`src/rtl/tinyarch_pkg.sv`:
```
// Shared types and constants for the tinyarch fetch/decode slice.
package tinyarch_pkg;

  typedef enum logic [1:0] {
    JM_STEP    = 2'd0,
    JM_SKIP_NZ = 2'd1,
    JM_SKIP    = 2'd2,
    JM_JUMP    = 2'd3
  } jump_mode_e;

  typedef enum logic [1:0] {
    FS_IDLE = 2'd0,
    FS_RUN  = 2'd1,
    FS_DONE = 2'd2
  } fetch_state_e;

  localparam logic [8:0]  HALT_INSTR = 9'h1FF;
  localparam logic [15:0] CNT_MAX    = 16'hFFFF;

endpackage

```
`src/rtl/pc_next.sv`:
```
// Combinational next-PC select: step, conditional/unconditional skip or absolute jump.
module pc_next
  import tinyarch_pkg::*;
#(
  parameter int PC_W = 10
) (
  input  logic [PC_W-1:0] pc_i,
  input  jump_mode_e      jump_mode_i,
  input  logic            alu_nonzero_i,
  input  logic [PC_W-1:0] jump_target_i,
  output logic [PC_W-1:0] pc_next_o
);

  logic [PC_W-1:0] pc_plus1_s;
  logic [PC_W-1:0] pc_plus2_s;

  // Additions wrap silently modulo 2**PC_W.
  assign pc_plus1_s = pc_i + PC_W'(1);
  assign pc_plus2_s = pc_i + PC_W'(2);

  always_comb begin
    pc_next_o = pc_plus1_s;
    case (jump_mode_i)
      JM_STEP:    pc_next_o = pc_plus1_s;
      JM_SKIP_NZ: pc_next_o = alu_nonzero_i ? pc_plus2_s : pc_plus1_s;
      JM_SKIP:    pc_next_o = pc_plus2_s;
      JM_JUMP:    pc_next_o = jump_target_i;
      default:    pc_next_o = pc_plus1_s;
    endcase
  end

endmodule

```
`src/rtl/fetch_unit.sv`:
```
// PC register, fetch state machine and start/done handshake feeding decode.
// Optional instr_count output enabled by defining FETCH_INSTR_COUNT_EN.
module fetch_unit
  import tinyarch_pkg::*;
#(
  parameter int PC_W    = 10,
  parameter int INSTR_W = 9
) (
  input  logic               clk,
  input  logic               rst_n,
  input  logic               start,
  input  logic [1:0]         jump_mode,
  input  logic               alu_nonzero,
  input  logic [PC_W-1:0]    jump_target,
  input  logic [INSTR_W-1:0] rom_data,
  output logic [PC_W-1:0]    rom_addr,
  output logic [INSTR_W-1:0] instr,
  output logic               finished,
  output logic               done
`ifdef FETCH_INSTR_COUNT_EN
  ,
  output logic [15:0]        instr_count
`endif
);

  localparam logic [INSTR_W-1:0] HALT_W = INSTR_W'(HALT_INSTR);

  fetch_state_e    state_q, state_d;
  logic [PC_W-1:0] pc_q, pc_d;
  logic [PC_W-1:0] pc_step_s;
  logic            start_q;
  logic            done_q, done_d;
  logic            start_rise_s;
  logic            is_halt_s;

  assign start_rise_s = start & ~start_q;
  assign is_halt_s    = (rom_data == HALT_W);

  pc_next #(.PC_W(PC_W)) u_pc_next (
    .pc_i          (pc_q),
    .jump_mode_i   (jump_mode_e'(jump_mode)),
    .alu_nonzero_i (alu_nonzero),
    .jump_target_i (jump_target),
    .pc_next_o     (pc_step_s)
  );

  // Halt wins over any jump_mode; the PC stays on the halt instruction.
  always_comb begin
    state_d = state_q;
    pc_d    = pc_q;
    done_d  = 1'b0;
    case (state_q)
      FS_IDLE, FS_DONE: begin
        if (start_rise_s) begin
          state_d = FS_RUN;
          pc_d    = '0;
        end else begin
          state_d = state_q;
        end
      end
      FS_RUN: begin
        if (is_halt_s) begin
          state_d = FS_DONE;
          done_d  = 1'b1;
        end else begin
          pc_d = pc_step_s;
        end
      end
      default: begin
        state_d = FS_IDLE;
        pc_d    = '0;
      end
    endcase
  end

  always_ff @(posedge clk or negedge rst_n) begin
    if (!rst_n) begin
      state_q <= FS_IDLE;
      pc_q    <= '0;
      start_q <= 1'b0;
      done_q  <= 1'b0;
    end else begin
      state_q <= state_d;
      pc_q    <= pc_d;
      start_q <= start;
      done_q  <= done_d;
    end
  end

  assign rom_addr = pc_q;
  assign instr    = (state_q == FS_RUN) ? rom_data : HALT_W;
  assign finished = (state_q == FS_DONE);
  assign done     = done_q;

`ifdef FETCH_INSTR_COUNT_EN
  logic [15:0] cnt_q, cnt_d;

  // Counts executed (non-halt) RUN cycles, saturating; cleared when a run starts.
  always_comb begin
    cnt_d = cnt_q;
    if ((state_q != FS_RUN) && start_rise_s) begin
      cnt_d = 16'd0;
    end else if ((state_q == FS_RUN) && !is_halt_s && (cnt_q != CNT_MAX)) begin
      cnt_d = cnt_q + 16'd1;
    end else begin
      cnt_d = cnt_q;
    end
  end

  always_ff @(posedge clk or negedge rst_n) begin
    if (!rst_n) begin
      cnt_q <= 16'd0;
    end else begin
      cnt_q <= cnt_d;
    end
  end

  assign instr_count = cnt_q;
`endif

endmodule
```
`config.mk`:
```
export PLATFORM = sky130hd
export DESIGN_NAME = fetch_unit
export DESIGN_NICKNAME = d
export VERILOG_FILES = /design/src/rtl/tinyarch_pkg.sv /design/src/rtl/pc_next.sv /design/src/rtl/fetch_unit.sv
export SDC_FILE = /design/constraint.sdc
export NUM_CORES = 1
export LEC_CHECK = 0
export ABC_AREA = 1
export BUFFER_PORTS_ARGS = -buffer_cell sky130_fd_sc_hd__buf_2
export CORE_MARGIN = 5
export CORE_UTILIZATION = 25
export CTS_BUF_LIST = sky130_fd_sc_hd__clkbuf_4 sky130_fd_sc_hd__clkbuf_8 sky130_fd_sc_hd__clkbuf_16
export DETAILED_ROUTE_END_ITERATION = 10
export PLACE_DENSITY_LB_ADDON = 0.15
export REMOVE_ABC_BUFFERS = 1
export SLEW_MARGIN = 15
export SYNTH_ARGS = -nofsm -noshare
export SYNTH_HDL_FRONTEND = slang
export SYNTH_SLANG_ARGS = --single-unit
export TNS_END_PERCENT = 100
```
`constraint.sdc`:
```
create_clock -name clk -period 2 [get_ports clk]
set_input_delay 0.4 -clock clk [delete_from_list [all_inputs] [get_ports clk]]
set_output_delay 0.4 -clock clk [all_outputs]
set_load 0.01 [all_outputs]
```
==> reports/qor.txt <==
status: finished clean
register area share after synthesis: 0.319
Ports: 46
Total Routing Usage GR: 0.115
Nets: 242
clk slew on worst S/H paths: 60 ps
Core Footprint: 4320 µm²
cell breakdown of the critical path: nor2_4 > inv_1 > or2_2 > buf_2
Post-synth EDFFs: 0
Fillers: 508
clk_lat worst skew: 250 ps
Max FO, Critical Path: 8
Max clock buf depth: 2
CTS Hold Buffers Added: 0
die area: 5830 µm²
post-synth top area share: 0.319
Root Driver: clkbuf_8
Worst slew margin: 0.759
R2R setup slack: 410 ps
top routing layer in use: met4
Synth top cells by count: nand2_1, dfrtp_1, inv_1, nand3_1, o21ai_1
Final Slew Violations: 0
Max VDD drop: 0.000386 V
Initial Utilization: 0.254
CTS Sinks: 14
WP data arrival: 1400 ps
global-route wire length before repair: 5.52 mm
Leak Pwr: 0.778 nW
Final Critical Period: 1800 ps
Horiz. Die Dim: 76.3 µm
Final Util: 0.332
FFs w/ async S/R, synth: 1.00
Avg WL per Cell: 12.4 µm
Detail Route met2 WL: 1.51 mm
CP Launch Type: flip-flop
DRC: 0
Ys Warns: 0
slowest cell delay on critical path: 400 ps
FMAX: 0.556 GHz
Die H: 76.3 µm
WL met1: 1.54 mm
post-synth top area cell: dfrtp_1
detailed-route wire length: 3.29 mm
antenna-violating nets left: 0
RSZ-0062 raised after global routing: false
HPWL Detailed: 2.58 mm
remaining global-route overflow: 0
CTS tree: yes
Via density: 4.44
Layout area overhead: 30.7%
top post-synthesis cells by area: dfrtp_1, nand2_1, nand3_1
Hold Vio Cnt, Final: 0
slowest CP cell: dfrtp_1
mapped cell area: 1100 µm²
fin crit share: 0.899
worst path required time: 1600 ps
MaxCap Viol Count: 0
initial antenna violation count: 0
DR vias: 1182
drt first-iter violations: 64
met3 wire len: 221 µm
Setup Fix Bufs, Post-CTS: 0
nature of the critical path endpoint: output port
setup_tns: 0 ps
vias in the first global route: 1122
Power Density: 1140 nW/µm²
largest net degree at the start of global routing: 15
FF-to-FF Start: rom_addr[2]
Final Setup Violations: 0
R2R depth: 10
H-tree Lvls: 1
port bufs: 45
WS Path Type: reg -> out
Worst Max-Slew Pin Slew: 361 ps
Min-Delay Path Class: in -> async
Mean Syn Cell Area: 6.63 µm²
n_diodes: 0
Reg-to-Reg End: rom_addr[7]
Post-Syn Instances: 166
Layout Skew: 5.20 ps
CTS Buf Count: 3
layout cell share with drive strength beyond 1: 0.346
post-cts sizing count: 0
row cnt: 24
gpl congestion: 0.780
Top FF cell, synth: dfrtp_1
cell with the most instances after synthesis: nand2_1
drt pass-1 iters: 4
synth unique cells: 23
synthesized flop and latch total: 14
-- power breakdown --
part	internal, mW	switching [mW]
Combinational	0.323	0.471
Clock	0.174	0.108
Sequential	0.385	0.173
-- critical path: cells and delay by family (launching register included) --
family	cells	cell delay (ps)
buffers and inverters	2	270
flip-flops	1	400
AND/OR/NAND/NOR	2	480
-- cells in the final DEF, fill, tap and decap left out --
master,synthesis,layout
buf_2,0,45
clkbuf_8,0,4
ha_1,2,2
nor2_2,2,2
nand3_1,14,14
nand2_1,53,53
o21ai_1,10,10
nand4_2,1,1
o211ai_1,2,2
xnor2_1,1,1
nand4_1,2,2
a22oi_1,1,1
inv_2,6,6
or2_2,8,8
nor3_1,1,1
o21ai_0,7,7
nor2_1,9,9
dfrtp_1,14,14
a22o_1,1,1
nand2_2,5,5
a21oi_1,6,6
xor2_1,3,3
inv_1,14,14
nor2_4,3,3
-- flip-flops by register name, summed over array words and instances (netlist names) --
register and flops:
done 1, start_q 1, state_q 2, rom_addr 10
-- metal layers --
layer,up-vias,track usage
met2,29,0.178
met5,-,0
met4,0,0.0210
li1,633,-
met3,2,0.0390
met1,518,0.157
-- how the worst max path moves through the flow --
stage | end | cells past startpoint | startpoint
floorplan | rom_addr[7] | 10 | rom_addr[2]
global placement | instr[7] | 4 | state_q[1]
detailed placement | rom_addr[7] | 10 | rom_addr[2]
CTS | instr[1] | 4 | state_q[1]
global route | instr[7] | 5 | state_q[0]
finish | instr[1] | 4 | state_q[1]
-- per-stage QoR --
stage          power, mW  cell area (µm²)  setup WS [ps]  hold WS [ps]  cells
2_1_floorplan       1.07             1090            520           104    165
5_1_grt             1.81             1440           94.8          81.0    266
3_3_place_gp        1.38             1380            437           338    262
6_report            1.63             1440            203          53.9    266
4_1_cts             1.65             1440            182          67.5    266
3_5_place_dp        1.36             1380            433           336    262
-- cells by family after synthesis --
family | synth area share
and+or+nand+nor | 0.419
AOI/OAI and AO/OA | 0.133
buffers and inverters | 0.0751
DFF | 0.319
xor gates and xnor gates | 0.0319
adders and majority gates | 0.0227
-- cell type report --
| class | instances | area (µm²) | area share |
|---|---|---|---|
| Clock buffer | 4 | 55.1 | 0.0383 |
| Inverter | 20 | 75.1 | 0.0522 |
| Multi-Input combinational cell | 131 | 667 | 0.464 |
| Sequential cell | 14 | 350 | 0.244 |
| Tap cell | 52 | 65.1 | 0.0453 |
| Timing Repair Buffer | 45 | 225 | 0.157 |
Note: power is estimated with default switching activity, not from simulation.
